File: src/rtl/shift_add_ctrl_pkg.sv
// rtl/shift_add_ctrl_pkg.sv - shared types and constants for the shift-and-add multiplier controller
package shift_add_ctrl_pkg;

  localparam int N_ITER    = 8;
  localparam int WIDTH_DEF = N_ITER;

  typedef enum logic [1:0] {
    IDLE = 2'b00,
    RUN  = 2'b01,
    DONE = 2'b10
  } state_t;

endpackage

File: src/rtl/shift_add_dp.sv
// rtl/shift_add_dp.sv - operand registers, 9-bit adder and right shifter of the shift-and-add multiplier
module shift_add_dp #(
  parameter int WIDTH = 8
) (
  input  logic               clk,
  input  logic               rst,
  input  logic               load,
  input  logic               shift_en,
  input  logic [WIDTH-1:0]   multiplicand,
  input  logic [WIDTH-1:0]   multiplier,
  input  logic [WIDTH-1:0]   addend,
  output logic [WIDTH-1:0]   mcand_q,
  output logic               mq_lsb,
  output logic [2*WIDTH-1:0] product
);

  logic [WIDTH-1:0] acc;
  logic [WIDTH-1:0] mq;
  logic [WIDTH:0]   sum;

  // Keep the carry so the shifted-in MSB of acc is never lost.
  assign sum = {1'b0, acc} + {1'b0, addend};

  always_ff @(posedge clk) begin
    if (rst) begin
      mcand_q <= '0;
      acc     <= '0;
      mq      <= '0;
    end else if (load) begin
      mcand_q <= multiplicand;
      acc     <= '0;
      mq      <= multiplier;
    end else if (shift_en) begin
      acc <= sum[WIDTH:1];
      mq  <= {sum[0], mq[WIDTH-1:1]};
    end
  end

  assign mq_lsb  = mq[0];
  assign product = {acc, mq};

endmodule

File: src/rtl/shift_add_ctrl.sv
// rtl/shift_add_ctrl.sv - sequencing FSM and iteration counter driving the external 2:1 addend mux
module shift_add_ctrl
  import shift_add_ctrl_pkg::*;
#(
  parameter int WIDTH = WIDTH_DEF
) (
  input  logic               clk,
  input  logic               rst,
  input  logic               start,
  input  logic [WIDTH-1:0]   multiplicand,
  input  logic [WIDTH-1:0]   multiplier,
  output logic [WIDTH-1:0]   mcand_q,
  output logic               mux_sel,
  input  logic [WIDTH-1:0]   addend,
  output logic [2*WIDTH-1:0] product,
  output logic               busy,
  output logic               done
);

  localparam int CW = $clog2(WIDTH);
  localparam logic [CW-1:0] LAST = CW'(WIDTH - 1);

  state_t        state;
  state_t        state_nxt;
  logic [CW-1:0] cnt;
  logic          load;
  logic          shift_en;

  always_ff @(posedge clk) begin
    if (rst) begin
      state <= IDLE;
      cnt   <= '0;
    end else begin
      state <= state_nxt;
      if (load)
        cnt <= '0;
      else if (shift_en)
        cnt <= cnt + 1'b1;
    end
  end

  always_comb begin
    state_nxt = state;
    load      = 1'b0;
    shift_en  = 1'b0;
    case (state)
      IDLE: begin
        if (start) begin
          load      = 1'b1;
          state_nxt = RUN;
        end
      end
      RUN: begin
        shift_en = 1'b1;
        if (cnt == LAST)
          state_nxt = DONE;
      end
      DONE:    state_nxt = IDLE;
      default: state_nxt = IDLE;
    endcase
  end

  // Pure state decodes: no combinational path from start to these outputs.
  assign busy = (state != IDLE);
  assign done = (state == DONE);

  shift_add_dp #(.WIDTH(WIDTH)) u_dp (
    .clk          (clk),
    .rst          (rst),
    .load         (load),
    .shift_en     (shift_en),
    .multiplicand (multiplicand),
    .multiplier   (multiplier),
    .addend       (addend),
    .mcand_q      (mcand_q),
    .mq_lsb       (mux_sel),
    .product      (product)
  );

endmodule

File: config.mk
export PLATFORM = sky130hd
export DESIGN_NAME = shift_add_ctrl
export DESIGN_NICKNAME = d
export VERILOG_FILES = /design/src/rtl/shift_add_ctrl_pkg.sv /design/src/rtl/shift_add_dp.sv /design/src/rtl/shift_add_ctrl.sv
export SDC_FILE = /design/constraint.sdc
export NUM_CORES = 1
export LEC_CHECK = 0
export BUFFER_PORTS_ARGS = -buffer_cell sky130_fd_sc_hd__buf_2
export CORE_ASPECT_RATIO = 0.75
export CORE_MARGIN = 4
export CORE_UTILIZATION = 35
export CTS_CLUSTER_DIAMETER = 200
export CTS_CLUSTER_SIZE = 40
export DETAILED_ROUTE_END_ITERATION = 10
export GPL_TIMING_DRIVEN = 0
export PLACE_DENSITY = 0.63
export SYNTH_ARGS = -nofsm -noshare
export SYNTH_HDL_FRONTEND = slang
export SYNTH_SLANG_ARGS = --single-unit
File: constraint.sdc
create_clock -name clk -period 5.57 [get_ports clk]
set_clock_uncertainty 0.15 [all_clocks]
set_input_delay 0.557 -clock clk [delete_from_list [all_inputs] [get_ports clk]]
set_output_delay 0.557 -clock clk [all_outputs]
set_load 0.05 [all_outputs]
# After elaboration in Yosys (flattened, before gate mapping)
# Index checks and enable logic that the tools add are counted.
# totals
regBits,29
input_bits,27
out_inout_bits,27
wordCells,25
# op_classes
n_mux,8
n_eq_ne,5
addsub,2
n_reduce_logical,5
# ops
cell,count
$mux 8,2
$add 8x8->9,1
$mux 2,2
$ne 2x2->1 const B,2
$pmux 2 s2,1
$reduce_bool 2->1,2
$add 3x1->3 const B,1
$eq 3x3->1 const B,1
$mux 1,3
$eq 2x1->1 const B,1
$eq 2x2->1 const B,1
$logic_not 2->1,1
$reduce_and 2->1,1
$reduce_or 2->1,1

# Longest topological paths before layout
# Gate-level depths: netlist of run 1.
# logic_depth
word_depth,4
mapped_depth,6
mapped_depth_nobuf,6

# Hierarchy
# From an unflattened synthesis of run 1, not the netlist that was laid out.
# hier_totals
cells_unflattened,163
area_unflattened_um2,1539.0
# modules_own_cells
mod,cells_each,seq_area_each_um2,area_each_um2,n_inst
shift_add_dp,137,480.5,1280.0,1
shift_add_ctrl,26,100.1,259.0,1

# Worst setup path after synthesis of run 1
# Ideal clock, no wire load.
# synth_timing
path_kind,input-to-reg
from,input port addend[0]
to,register u_dp.acc[5]
arrival_ns,2.006
path_stages,6
setup_time_ns,0.063
slack_ns,3.351
n_path_buf,0
required_ns,5.357
cell_sequence,ha_1 > fa_1 > a211oi_1 > o21ai_0 > a211o_1 > nand3_1
# synth_between
elab_chain_cells,1
# synth_lines
element,line_no,source
from (decl),shift_add_ctrl.sv:14,"input logic [WIDTH-1:0] addend,"
$add 8x8->9,shift_add_dp.sv:22,"assign sum = {1'b0, acc} + {1'b0, addend};"
to (signal assigned),shift_add_dp.sv:34,acc <= sum[WIDTH:1];
to (decl),shift_add_dp.sv:17,logic [WIDTH-1:0] acc;
# No other way between the ends.
# A chain may end at the register's enable or synchronous reset.

# Final worst setup path of run 1
# Ends and elaborated chain as after synthesis.

==> reports/qor.tcl, run 1 <==
set qor(status) {complete, no violations}
set qor(antenna_cells) 0
set qor(antenna_found_initial) 0
set qor(finalCoreUtilization_pct) 46.45
set qor(cp_arrival_ns) 2.32
set qor(finish.net_count) 273
set qor(core_mm2) 0.004054
set qor(p_int_mw) 0.3486
set qor(register_clock_pin_slew_on_the_reported_worst_setup_and_hold_paths_ns) 0.07
set qor(area.growth.synth_to_final_pct) 28.41
set qor(first_iter_violations) 53
set qor(globalplace.congestion) 0.7999
set qor(avgSynthCellArea_um2) 8.379
set qor(synth-seq-cells) 29
set qor(setup_total_negative_slack_ns) 0
set qor(reg2reg_to) {u_dp.acc[5]$_SDFFE_PP0N_}
set qor(crit_path_max_fanout) 3
set qor(grt_first_pass_wirelength_um) 5775
set qor(reg2reg_slack_ns) 3.38
set qor(report.final.setup_viol) 0
set qor(fp.dieW_um) 82.74
set qor(antenna_left) 0
set qor(final.min_clock_period_ns) 2.250
set qor(num_vias) 1421
set qor(whs_endpoint) {u_dp.mcand_q[1]$_SDFFE_PP0P_}
set qor(synth_edf_count) 0
set qor(synth-warning-count) 0
set qor(globalRouteTotalUtil_pct) 13.90
set qor(boundaryPins) 54
set qor(relSlewSlack_pct) 67.58
set qor(seq_power_share_pct) 43.2
set qor(cts-htree-levels) 2
set qor(clkPwrFrac_pct) 31.5
set qor(async_reset_ff_share_pct) 0
set qor(first_global_vias) 1278
set qor(clock_sinks) 29
set qor(comb_power_share_pct) 25.3
set qor(timing.reg2reg.worst_path_depth) 6
set qor(path_type_of_the_worst_min_delay_path) {reg2reg}
set qor(criticalPathCategory) {in2reg}
set qor(netlist_area_mm2) 0.001466
set qor(tritoncts_clock_tree) {done}
set qor(port_buffers) 53
set qor(tritoncts.num_buffers) 5
set qor(cts.hold.buffers_added) 0
set qor(finalHoldViolCount) 0
set qor(clkLatencyLatePin_ns) 0.28
set qor(maximum_number_of_pins_on_one_net_before_global_route_repair) 11
set qor(cts_root_buffer) {sky130_fd_sc_hd__clkbuf_8}
set qor(tightest_slew_ns) 0.4863
set qor(post_cts_resize_count) 0
set qor(drt_pre_antenna_iters) 4
set qor(synth_ff_type) {sky130_fd_sc_hd__dfxtp_1}
set qor(leakage_nw) 0.8946
set qor(power_total_mw) 0.5281
set qor(post-route-period-util_pct) 40.39
set qor(syn-instance-count) 175
set qor(unique_masters_post_synth) 38
set qor(die_height_um) 64.06
set qor(holdCritStartpoint) {u_dp.mcand_q[1]$_SDFFE_PP0P_}
set qor(max_clock_freq_mhz) 444.5
set qor(placed_area_mm2) 0.001800
set qor(netSwitchingPower_mw) 0.1794
set qor(power-per-cell-area_mw_per_mm2) 280.4
set qor(power_switching_share_pct) 33.98
set qor(startpoint_type) {primary input}
set qor(maxSlewViolCount) 0
set qor(hold-worst-slack_ns) 0.3030
set qor(grt_setup_unrepaired) {false}
set qor(drcViolationCount) 0
set qor(worstSetupEndpointType) {flip-flop}
set qor(core.rowCount) 20
set qor(die-area_mm2) 0.005300
set qor(synth_fp_nets) 213
set qor(stdcell_area_mm2) 0.001883
set qor(min_delay_path_depth) 2
set qor(detail_route.wirelength_um) 3639
set qor(clk_path_buf_depth) 2
set qor(crit_required_ns) 5.64
set qor(power.ir.vdd_worst_uv) 131.4
set qor(max-cap-violations) 0
set qor(initial_core_util_pct) 36.17
set qor(layout.filler_cells) 469
set qor(post-dp-hpwl_um) 2722
set qor(startpoint_of_the_lowest_slack_register_to_register_path) {u_dp.acc[0]$_SDFFE_PP0N_}
set qor(drive_above_1_share_pct) 30.51
set qor(overflow) 0
set qor(routed_wire_length_per_instance_um) 12.51
set qor(avgViaCountPerCell) 4.883
set qor(cts_post_setup_buffers_inserted) 0
set qor(synth_seq_area_share_pct) 39.59
final cells by class:
class	instances	area, um^2	share of cell area (%)
Multi-Input combinational cell	135	820.8	43.59
Sequential cell	29	580.6	30.83
Timing Repair Buffer	53	265.3	14.09
Clock buffer	6	72.57	3.854
Tap cell	55	68.82	3.654
Buffer	10	61.31	3.256
Clock inverter	2	10.01	0.5316
Inverter	1	3.754	0.1993
cell usage after synthesis, types with 2 or more instances:
cell / n / area share, %
sky130_fd_sc_hd__nand3_1: 5 / 1.7
sky130_fd_sc_hd__and2_1: 2 / 0.85
sky130_fd_sc_hd__o21ai_0: 5 / 1.7
sky130_fd_sc_hd__a21oi_1: 20 / 6.8
sky130_fd_sc_hd__nor2_1: 13 / 3.3
sky130_fd_sc_hd__dfxtp_1: 29 / 40
sky130_fd_sc_hd__nor2b_1: 2 / 0.85
sky130_fd_sc_hd__buf_2: 4 / 1.4
sky130_fd_sc_hd__a21o_1: 2 / 1.0
sky130_fd_sc_hd__nor3_1: 2 / 0.68
sky130_fd_sc_hd__nor4_1: 2 / 0.85
sky130_fd_sc_hd__nand2b_1: 2 / 0.85
sky130_fd_sc_hd__or3_1: 2 / 0.85
sky130_fd_sc_hd__a211oi_1: 4 / 2.0
sky130_fd_sc_hd__buf_4: 3 / 1.5
sky130_fd_sc_hd__clkbuf_1: 2 / 0.51
sky130_fd_sc_hd__ha_1: 10 / 8.5
sky130_fd_sc_hd__a22oi_1: 8 / 4.1
sky130_fd_sc_hd__nand2_1: 35 / 9.0
sky130_fd_sc_hd__a2111o_1: 2 / 1.5
sky130_fd_sc_hd__nor3b_1: 2 / 1.0
sky130_fd_sc_hd__xnor2_1: 2 / 1.2
sky130_fd_sc_hd__nand4_1: 2 / 0.85
stage by stage:
stage / std cells / worst slack [ns]
after global routing: 291 / 3.229
final: 291 / 3.320
after floorplan: 175 / 3.351
after detailed placement: 283 / 3.080
after global placement: 283 / 3.055
after CTS: 291 / 3.361
critical path, stage by stage:
cell and delay, ns:
sky130_fd_sc_hd__buf_2 0.10, sky130_fd_sc_hd__ha_1 0.23, sky130_fd_sc_hd__fa_1 0.43, sky130_fd_sc_hd__a211oi_1 0.35, sky130_fd_sc_hd__o21ai_0 0.23, sky130_fd_sc_hd__a211o_1 0.33, sky130_fd_sc_hd__nand3_1 0.08
registers in the layout, summed over array words and instances (netlist names):
name and cells:
u_dp.acc 8, state 2, u_dp.mq 8, u_dp.mcand_q 8
cnt 3
how the worst max path moves through the flow:
stage,cells past startpoint,endpoint,from
after detailed placement,7,u_dp.acc[5]$_SDFFE_PP0N_,addend[0]
after global routing,7,u_dp.acc[5]$_SDFFE_PP0N_,addend[0]
after CTS,7,u_dp.acc[5]$_SDFFE_PP0N_,addend[0]
after global placement,7,u_dp.acc[5]$_SDFFE_PP0N_,addend[0]
after floorplan,6,u_dp.acc[5]$_SDFFE_PP0N_,addend[0]
final,7,u_dp.acc[5]$_SDFFE_PP0N_,addend[0]
power groups by stage:
stage,Sequential [mW],Combinational (mW),Clock (mW)
2_1_floorplan,0.269,0.0608,0
3_3_place_gp,0.232,0.134,0
3_5_place_dp,0.232,0.134,0
4_1_cts,0.228,0.134,0.173
5_1_grt,0.230,0.146,0.180
6_report,0.228,0.134,0.166
routing by layer:
| layer | wire length (um) | share of wire, % | global-route usage (%) |
|---|---|---|---|
| met5 | 0 | 0 | 0 |
| met4 | 30 | 0.82 | 4.286 |
| met3 | 219 | 6.0 | 3.662 |
| met2 | 1427 | 39 | 20.50 |
| met1 | 1962 | 54 | 19.64 |
cells in the final DEF, fill, tap and decap left out, types with 2 or more instances in the layout:
cell                       count
sky130_fd_sc_hd__or3_1         2
sky130_fd_sc_hd__buf_4         3
sky130_fd_sc_hd__nor4_1        2
sky130_fd_sc_hd__nor3b_1       2
sky130_fd_sc_hd__and2_1        2
sky130_fd_sc_hd__clkbuf_8      5
sky130_fd_sc_hd__nor2b_1       2
sky130_fd_sc_hd__nor2_1       13
sky130_fd_sc_hd__clkinv_2      2
sky130_fd_sc_hd__ha_1         10
sky130_fd_sc_hd__nor3_1        2
sky130_fd_sc_hd__a211oi_1      4
sky130_fd_sc_hd__xnor2_1       2
sky130_fd_sc_hd__nand2_1      35
sky130_fd_sc_hd__nand2b_1      2
sky130_fd_sc_hd__dfxtp_1      29
sky130_fd_sc_hd__nand4_1       2
sky130_fd_sc_hd__nand3_1       5
sky130_fd_sc_hd__clkbuf_1      3
sky130_fd_sc_hd__a2111o_1      2
sky130_fd_sc_hd__a21oi_1      20
sky130_fd_sc_hd__buf_2        57
sky130_fd_sc_hd__o21ai_0       5
sky130_fd_sc_hd__a21o_1        2
sky130_fd_sc_hd__a22oi_1       8
logic make-up after synthesis:
kind of cell / after synthesis / share of synthesized area, %
AND/OR/NAND/NOR: 74 / 23.46
flip-flops: 29 / 39.59
adder cells (fa/ha/maj): 11 / 9.898
AO/OA/AOI/OAI: 48 / 21.42
XOR/XNOR: 2 / 1.195
buffers and inverters: 11 / 4.437
Note: power is estimated with default switching activity, not from simulation.
==> inputs of run 2 (changes only) <==
PLACE_DENSITY = 0.65   (was 0.63)
clock period = 2.04 ns   (was 5.57 ns; I/O delays follow)
==> reports/qor.tcl, run 2 (synthesized netlist as in run 1, its figures left out) <==
set qor(cp_top_family) {compound AO/OA/AOI/OAI gates}
set qor(cp_arrival_ns) 1.99 ;# -0.33 ns
set qor(tritoncts_clock_tree) {done}
set qor(cts-htree-levels) 2 ;# unchanged
set qor(crit_required_ns) 2.11 ;# -3.53 ns
set qor(first_global_vias) 1295 ;# +1.3%
set qor(maxSlewViolCount) 0 ;# unchanged
set qor(first_iter_violations) 35 ;# -34%
set qor(criticalPathCategory) {reg2reg}
set qor(avgViaCountPerCell) 4.876 ;# -0.14%
set qor(critical-path-max-stage-delay_ns) 0.40 ;# -0.03 ns
set qor(sequential_cell_area_um2) 581.8 ;# +0.22%
set qor(path_type_of_the_worst_min_delay_path) {in2reg}
set qor(final.min_clock_period_ns) 1.917
set qor(clock_sinks) 29 ;# unchanged
set qor(post-route-worst-setup-slack_ns) 0.1234 ;# -3.197 ns
set qor(globalRouteTotalUtil_pct) 14.60 ;# +0.70 points
set qor(num_vias) 1419 ;# -0.14%
set qor(detail_route.wirelength_um) 3729 ;# +2.5%
set qor(status) {complete, no violations}
set qor(clk_path_buf_depth) 2 ;# unchanged
set qor(core.rowCount) 20 ;# unchanged
set qor(startpoint_type) {flip-flop}
set qor(finish.net_count) 273 ;# unchanged
set qor(area.growth.synth_to_final_pct) 30.03
set qor(tritoncts.num_buffers) 5 ;# unchanged
set qor(global_route.usage.met1_pct) 20.83 ;# +1.2 points
set qor(core_mm2) 0.004054 ;# unchanged
set qor(grt_use_met3_pct) 5.211 ;# +1.5 points
set qor(post-dp-hpwl_um) 2789 ;# +2.5%
set qor(fp.dieW_um) 82.74 ;# unchanged
set qor(layout.filler_cells) 438 ;# -6.6%
set qor(routed_wire_length_per_instance_um) 12.81 ;# +2.5%
set qor(antenna_cells) 0 ;# unchanged
set qor(stdcell_area_mm2) 0.001907 ;# +1.3%
set qor(power-per-cell-area_mw_per_mm2) 765.9 ;# +170%
set qor(mostFrequentLayoutCells) {sky130_fd_sc_hd__buf_2 (57), sky130_fd_sc_hd__nand2_1 (35), sky130_fd_sc_hd__dfxtp_1 (28)}
set qor(port_buffers) 53 ;# unchanged
set qor(cts.hold.buffers_added) 0 ;# unchanged
set qor(placed_cells) 283 ;# unchanged
set qor(placed_area_mm2) 0.001802 ;# about the same
set qor(leakage_nw) 0.8986 ;# +0.45%
set qor(cells_along_the_critical_path) {ha_1 > fa_2 > a211oi_4 > o21ai_2 > a211o_1 > nand3_1}
set qor(critPathSlowestCell) {sky130_fd_sc_hd__fa_2}
set qor(grt_first_pass_wirelength_um) 5934 ;# +2.8%
set qor(relSlewSlack_pct) 68.48 ;# +0.90 points
set qor(initial_core_util_pct) 36.17 ;# unchanged
set qor(post-route-period-util_pct) 93.95
set qor(die-area_mm2) 0.005300 ;# unchanged
set qor(finalHoldViolCount) 0 ;# unchanged
set qor(maximum_number_of_pins_on_one_net_before_global_route_repair) 11 ;# unchanged
set qor(drt_pre_antenna_iters) 4 ;# unchanged
set qor(finalCoreUtilization_pct) 47.04 ;# +0.59 points
set qor(boundaryPins) 54 ;# unchanged
set qor(critical_path_buf_inv_count) 0 ;# -1
set qor(hold-worst-slack_ns) 0.01541 ;# -0.2876 ns
set qor(grtUsageMet2_pct) 21.00 ;# +0.50 points
set qor(report.final.setup_viol) 0 ;# unchanged
set qor(reg2reg_slack_ns) 0.12 ;# -3.26 ns
set qor(tightest_slew_ns) 0.4728 ;# -0.01352 ns
set qor(biggest_regs) {u_dp.acc (8), u_dp.mcand_q (8), u_dp.mq (8)}
set qor(finish.cell_count_without_fillers) 291 ;# unchanged
set qor(cts_post_setup_buffers_inserted) 0 ;# unchanged
set qor(drive_above_1_share_pct) 32.63 ;# +2.1 points
set qor(layout.cells.most_common) {sky130_fd_sc_hd__buf_2}
set qor(antenna_left) 0 ;# unchanged
set qor(max-cap-violations) 0 ;# unchanged
set qor(busiest_layer) {met2}
set qor(power.ir.vdd_worst_uv) 434.7 ;# +230%
set qor(grt_setup_unrepaired) {false}
set qor(register_clock_pin_slew_on_the_reported_worst_setup_and_hold_paths_ns) 0.07 ;# about the same
set qor(drcViolationCount) 0 ;# unchanged
set qor(max_clock_freq_mhz) 521.8
set qor(overflow) 0 ;# unchanged
set qor(cts_root_buffer) {sky130_fd_sc_hd__clkbuf_8}
set qor(antenna_found_initial) 0 ;# unchanged
set qor(crit_path_max_fanout) 3 ;# unchanged
set qor(clkLatencyLatePin_ns) 0.28 ;# about the same
set qor(globalplace.congestion) 0.8208 ;# +2.6%
set qor(multi_input_comb_area_um2) 839.6 ;# +2.3%
set qor(die_height_um) 64.06 ;# unchanged
set qor(worstSetupEndpointType) {flip-flop}
set qor(dp_slack_ns) -0.05916 ;# -3.139 ns
## run 2: cell count changes in the layout (fill, tap and decap cells not counted)
cell                         before  now
sky130_fd_sc_hd__dfxtp_1         29   28
sky130_fd_sc_hd__clkbuf_1         3    2
sky130_fd_sc_hd__a211oi_1         4    3
sky130_fd_sc_hd__fa_1             1    0
sky130_fd_sc_hd__fa_2             0    1
sky130_fd_sc_hd__a211oi_4         0    1
sky130_fd_sc_hd__o21ai_0          5    4
sky130_fd_sc_hd__clkinvlp_4       0    1
sky130_fd_sc_hd__dfxtp_2          0    1
sky130_fd_sc_hd__o21ai_2          0    1
## run 2: final cells by class
cell class	count	share of cell area, %
Clock buffer	5	3.609
Clock inverter	3	0.9186
Tap cell	55	3.609
Sequential cell	29	30.51
Buffer	10	3.215
Multi-Input combinational cell	135	44.03
Timing Repair Buffer	53	13.91
Inverter	1	0.1969
## run 2: path summary, 6_finish.rpt
check	startpoint	endpoint	cells past startpoint
min reg2reg	u_dp.mcand_q[2]$_SDFFE_PP0P_	u_dp.mcand_q[2]$_SDFFE_PP0P_	2
min	multiplicand[0]	u_dp.mcand_q[0]$_SDFFE_PP0P_	3
max reg2reg	u_dp.acc[0]$_SDFFE_PP0N_	u_dp.acc[5]$_SDFFE_PP0N_	6
max	u_dp.acc[0]$_SDFFE_PP0N_	u_dp.acc[5]$_SDFFE_PP0N_	6
## run 2: through the flow
stage          total power [mW]  setup TNS (ns)
4_1_cts                   1.468               0
5_1_grt                   1.538               0
6_report                  1.460               0
3_3_place_gp             0.9990        -0.07832
3_5_place_dp              1.001        -0.05916
2_1_floorplan            0.9020        -0.04544
## run 2: report_power, final
part	internal, mW	switching (mW)
Clock	0.235	0.231
Sequential	0.600	0.0232
Combinational	0.119	0.252
## run 2: routing by layer
layer | vias up | wire length [um]
li1 | 742 | -
met1 | 637 | 1910
met2 | 38 | 1548
met3 | 2 | 256
met4 | 0 | 13
met5 | - | 0
## run 2: worst reg2reg max path, cell delays in order, from the launching register on
cell and delay [ns]:
sky130_fd_sc_hd__dfxtp_2 0.33, sky130_fd_sc_hd__ha_1 0.23, sky130_fd_sc_hd__fa_2 0.40, sky130_fd_sc_hd__a211oi_4 0.26, sky130_fd_sc_hd__o21ai_2 0.12, sky130_fd_sc_hd__a211o_1 0.30, sky130_fd_sc_hd__nand3_1 0.08
## run 2: timing repair
item                       in CTS  in global routing
gates resized for setup         1                  3
pin swaps                       0                  1
setup endpoints to repair       1                  3
==> inputs of run 3 (changes only) <==
==> constraint.sdc (replaced) <==
create_clock -name clk -period 2.04 [get_ports clk]
set_clock_uncertainty 0.15 [all_clocks]
set_input_delay 0.102 -clock clk [delete_from_list [all_inputs] [get_ports clk]]
set_output_delay 0.102 -clock clk [all_outputs]
set_load 0.05 [all_outputs]
==> reports/qor.tcl, run 3 (synthesized netlist as in run 1, its figures left out) <==
set qor(status) {complete, no violations}
set qor(antenna_found_initial) 0 ;# unchanged
set qor(relSlewSlack_pct) 68.68 ;# +0.20 points
set qor(die_height_um) 64.06 ;# unchanged
set qor(layout.cells.most_common) {sky130_fd_sc_hd__buf_2}
set qor(report.final.setup_viol) 0 ;# unchanged
set qor(fp.dieW_um) 82.74 ;# unchanged
set qor(power_switching_share_pct) 34.35 ;# -0.36 points
set qor(leakage_nw) 0.9654 ;# +7.4%
set qor(clkPwrFrac_pct) 31.3 ;# -0.6 points
set qor(clock_sinks) 29 ;# unchanged
set qor(maximum_number_of_pins_on_one_net_before_global_route_repair) 11 ;# unchanged
set qor(reg2reg_to) {u_dp.acc[5]$_SDFFE_PP0N_}
set qor(core.rowCount) 20 ;# unchanged
set qor(final.min_clock_period_ns) 1.917 ;# +0.0008330 ns
set qor(overflow) 0 ;# unchanged
set qor(first_iter_violations) 40 ;# +14%
set qor(globalplace.congestion) 0.8208 ;# unchanged
set qor(drcViolationCount) 0 ;# unchanged
set qor(cts_root_buffer) {sky130_fd_sc_hd__clkbuf_8}
set qor(setup_total_negative_slack_ns) 0 ;# unchanged
set qor(comb_power_share_pct) 26.6 ;# +1.2 points
set qor(tritoncts.num_buffers) 5 ;# unchanged
set qor(whs_endpoint) {u_dp.acc[3]$_SDFFE_PP0N_}
set qor(path_type_of_the_worst_min_delay_path) {in2reg}
set qor(cp_arrival_ns) 1.99 ;# about the same
set qor(drt_pre_antenna_iters) 4 ;# unchanged
set qor(antenna_left) 0 ;# unchanged
set qor(criticalPathCategory) {reg2reg}
set qor(avgViaCountPerCell) 4.779 ;# -2.0%
set qor(finalHoldViolCount) 0 ;# unchanged
set qor(num_vias) 1467 ;# +3.4%
set qor(tritoncts_clock_tree) {done}
set qor(max-cap-violations) 0 ;# unchanged
set qor(layout.filler_cells) 417 ;# -4.8%
set qor(clk_path_buf_depth) 2 ;# unchanged
set qor(port_buffers) 53 ;# unchanged
set qor(initial_core_util_pct) 36.17 ;# unchanged
set qor(reg2reg_slack_ns) 0.12 ;# about the same
set qor(min_delay_path_depth) 3 ;# unchanged
set qor(crit_path_max_fanout) 3 ;# unchanged
set qor(power_total_mw) 1.483 ;# +1.5%
set qor(die-area_mm2) 0.005300 ;# unchanged
set qor(tightest_slew_ns) 0.4698 ;# -0.002948 ns
set qor(power.ir.vdd_worst_uv) 415.5 ;# -4.4%
set qor(stdcell_area_mm2) 0.002067 ;# +8.4%
set qor(netSwitchingPower_mw) 0.5093 ;# +0.48%
set qor(post-route-period-util_pct) 93.99 ;# about the same
set qor(startpoint_type) {flip-flop}
set qor(seq_power_share_pct) 42.1 ;# -0.6 points
set qor(boundaryPins) 54 ;# unchanged
set qor(placed_area_mm2) 0.001802 ;# unchanged
set qor(finish.net_count) 289 ;# +5.9%
set qor(clkLatencyLatePin_ns) 0.28 ;# about the same
set qor(first_global_vias) 1354 ;# +4.6%
set qor(power-per-cell-area_mw_per_mm2) 717.3 ;# -6.3%
set qor(max_clock_freq_mhz) 521.5 ;# about the same
set qor(cts-htree-levels) 2 ;# unchanged
set qor(register_clock_pin_slew_on_the_reported_worst_setup_and_hold_paths_ns) 0.07 ;# about the same
set qor(antenna_cells) 0 ;# unchanged
set qor(grt_setup_unrepaired) {false}
set qor(area.growth.synth_to_final_pct) 40.96
set qor(timing.reg2reg.worst_path_depth) 6 ;# unchanged
set qor(biggest_regs) {u_dp.acc (8), u_dp.mcand_q (8), u_dp.mq (8)}
set qor(holdCritStartpoint) {rst}
set qor(crit_required_ns) 2.11 ;# about the same
set qor(maxSlewViolCount) 0 ;# unchanged
set qor(drive_above_1_share_pct) 30.56 ;# -2.1 points
set qor(routed_wire_length_per_instance_um) 12.57 ;# -1.9%
set qor(worstSetupEndpointType) {flip-flop}
set qor(mostFrequentLayoutCells) {sky130_fd_sc_hd__buf_2 (57), sky130_fd_sc_hd__nand2_1 (35), sky130_fd_sc_hd__dfxtp_1 (28)}
set qor(globalRouteTotalUtil_pct) 15.09 ;# +0.49 points
set qor(grt_first_pass_wirelength_um) 6154 ;# +3.7%
set qor(post-dp-hpwl_um) 2789 ;# unchanged
set qor(startpoint_of_the_lowest_slack_register_to_register_path) {u_dp.acc[0]$_SDFFE_PP0N_}
set qor(detail_route.wirelength_um) 3858 ;# +3.5%
set qor(core_mm2) 0.004054 ;# unchanged
set qor(p_int_mw) 0.9734 ;# +2.1%
set qor(finalCoreUtilization_pct) 50.99 ;# +4.0 points
run 3: cell types whose count changed in the layout (fill, tap and decap cells not counted):
| cell | before | now |
|---|---|---|
| sky130_fd_sc_hd__dlygate4sd3_1 | 0 | 16 |
run 3: routing by layer:
metal | global-route usage [%] | up-vias | part of all wire, %
met2 | 22.70 | 38 | 43
met3 | 5.070 | 2 | 6.1
met4 | 3.061 | 0 | 0.26
met5 | 0 | - | 0
met1 | 20.91 | 652 | 51
li1 | - | 775 | -
run 3: metrics by stage:
step,setup WS [ns],std cells,hold slack [ns]
after detailed placement,-0.04781,283,0.2048
after floorplan,-0.02435,175,0.08805
final,0.1226,307,0.07949
after CTS,0.009861,307,0.07230
after global placement,-0.06847,283,0.1974
after global routing,0.02331,307,0.1090
run 3: critical path: stages, from the launching register on:
cell                       delay [ns]
sky130_fd_sc_hd__dfxtp_2         0.33
sky130_fd_sc_hd__ha_1            0.22
sky130_fd_sc_hd__fa_2            0.40
sky130_fd_sc_hd__a211oi_4        0.26
sky130_fd_sc_hd__o21ai_2         0.12
sky130_fd_sc_hd__a211o_1         0.30
sky130_fd_sc_hd__nand3_1         0.08
run 3: cell type report:
| cell class | count | area (um^2) | area share (%) |
|---|---|---|---|
| tap | 55 | 68.82 | 3.329 |
| clock inverter | 3 | 17.52 | 0.8475 |
| buffer | 10 | 61.31 | 2.966 |
| clock buffer | 5 | 68.82 | 3.329 |
| multi-input combinational | 135 | 839.6 | 40.62 |
| sequential | 29 | 581.8 | 28.15 |
| timing repair buffer | 69 | 425.4 | 20.58 |
| inverter | 1 | 3.754 | 0.1816 |
run 3: what timing repair did:
item | in CTS | in global routing
hold buffers | 16 | 0
pin swaps | 0 | 1
hold endpoints to repair | 16 | 0
gates resized for setup | 1 | 3
buffers inserted | 0 | 0
endpoints found under the setup margin | 1 | 3
run 3: worst max path at each step:
stage / from / end / depth (start not counted)
after floorplan: u_dp.acc[5]$_SDFFE_PP0N_ / u_dp.acc[6]$_SDFFE_PP0N_ / 5
final: u_dp.acc[0]$_SDFFE_PP0N_ / u_dp.acc[5]$_SDFFE_PP0N_ / 6
after CTS: u_dp.acc[0]$_SDFFE_PP0N_ / u_dp.acc[5]$_SDFFE_PP0N_ / 6
after global placement: u_dp.acc[0]$_SDFFE_PP0N_ / u_dp.acc[5]$_SDFFE_PP0N_ / 6
after detailed placement: u_dp.acc[0]$_SDFFE_PP0N_ / u_dp.acc[5]$_SDFFE_PP0N_ / 6
after global routing: u_dp.acc[0]$_SDFFE_PP0N_ / u_dp.acc[5]$_SDFFE_PP0N_ / 6
run 3: power groups by stage:
stage | clock network, mW | registers [mW] | logic [mW]
2_1_floorplan | 0 | 0.736 | 0.166
3_3_place_gp | 0 | 0.634 | 0.364
3_5_place_dp | 0 | 0.635 | 0.366
4_1_cts | 0.477 | 0.623 | 0.392
5_1_grt | 0.505 | 0.627 | 0.432
6_report | 0.465 | 0.623 | 0.394
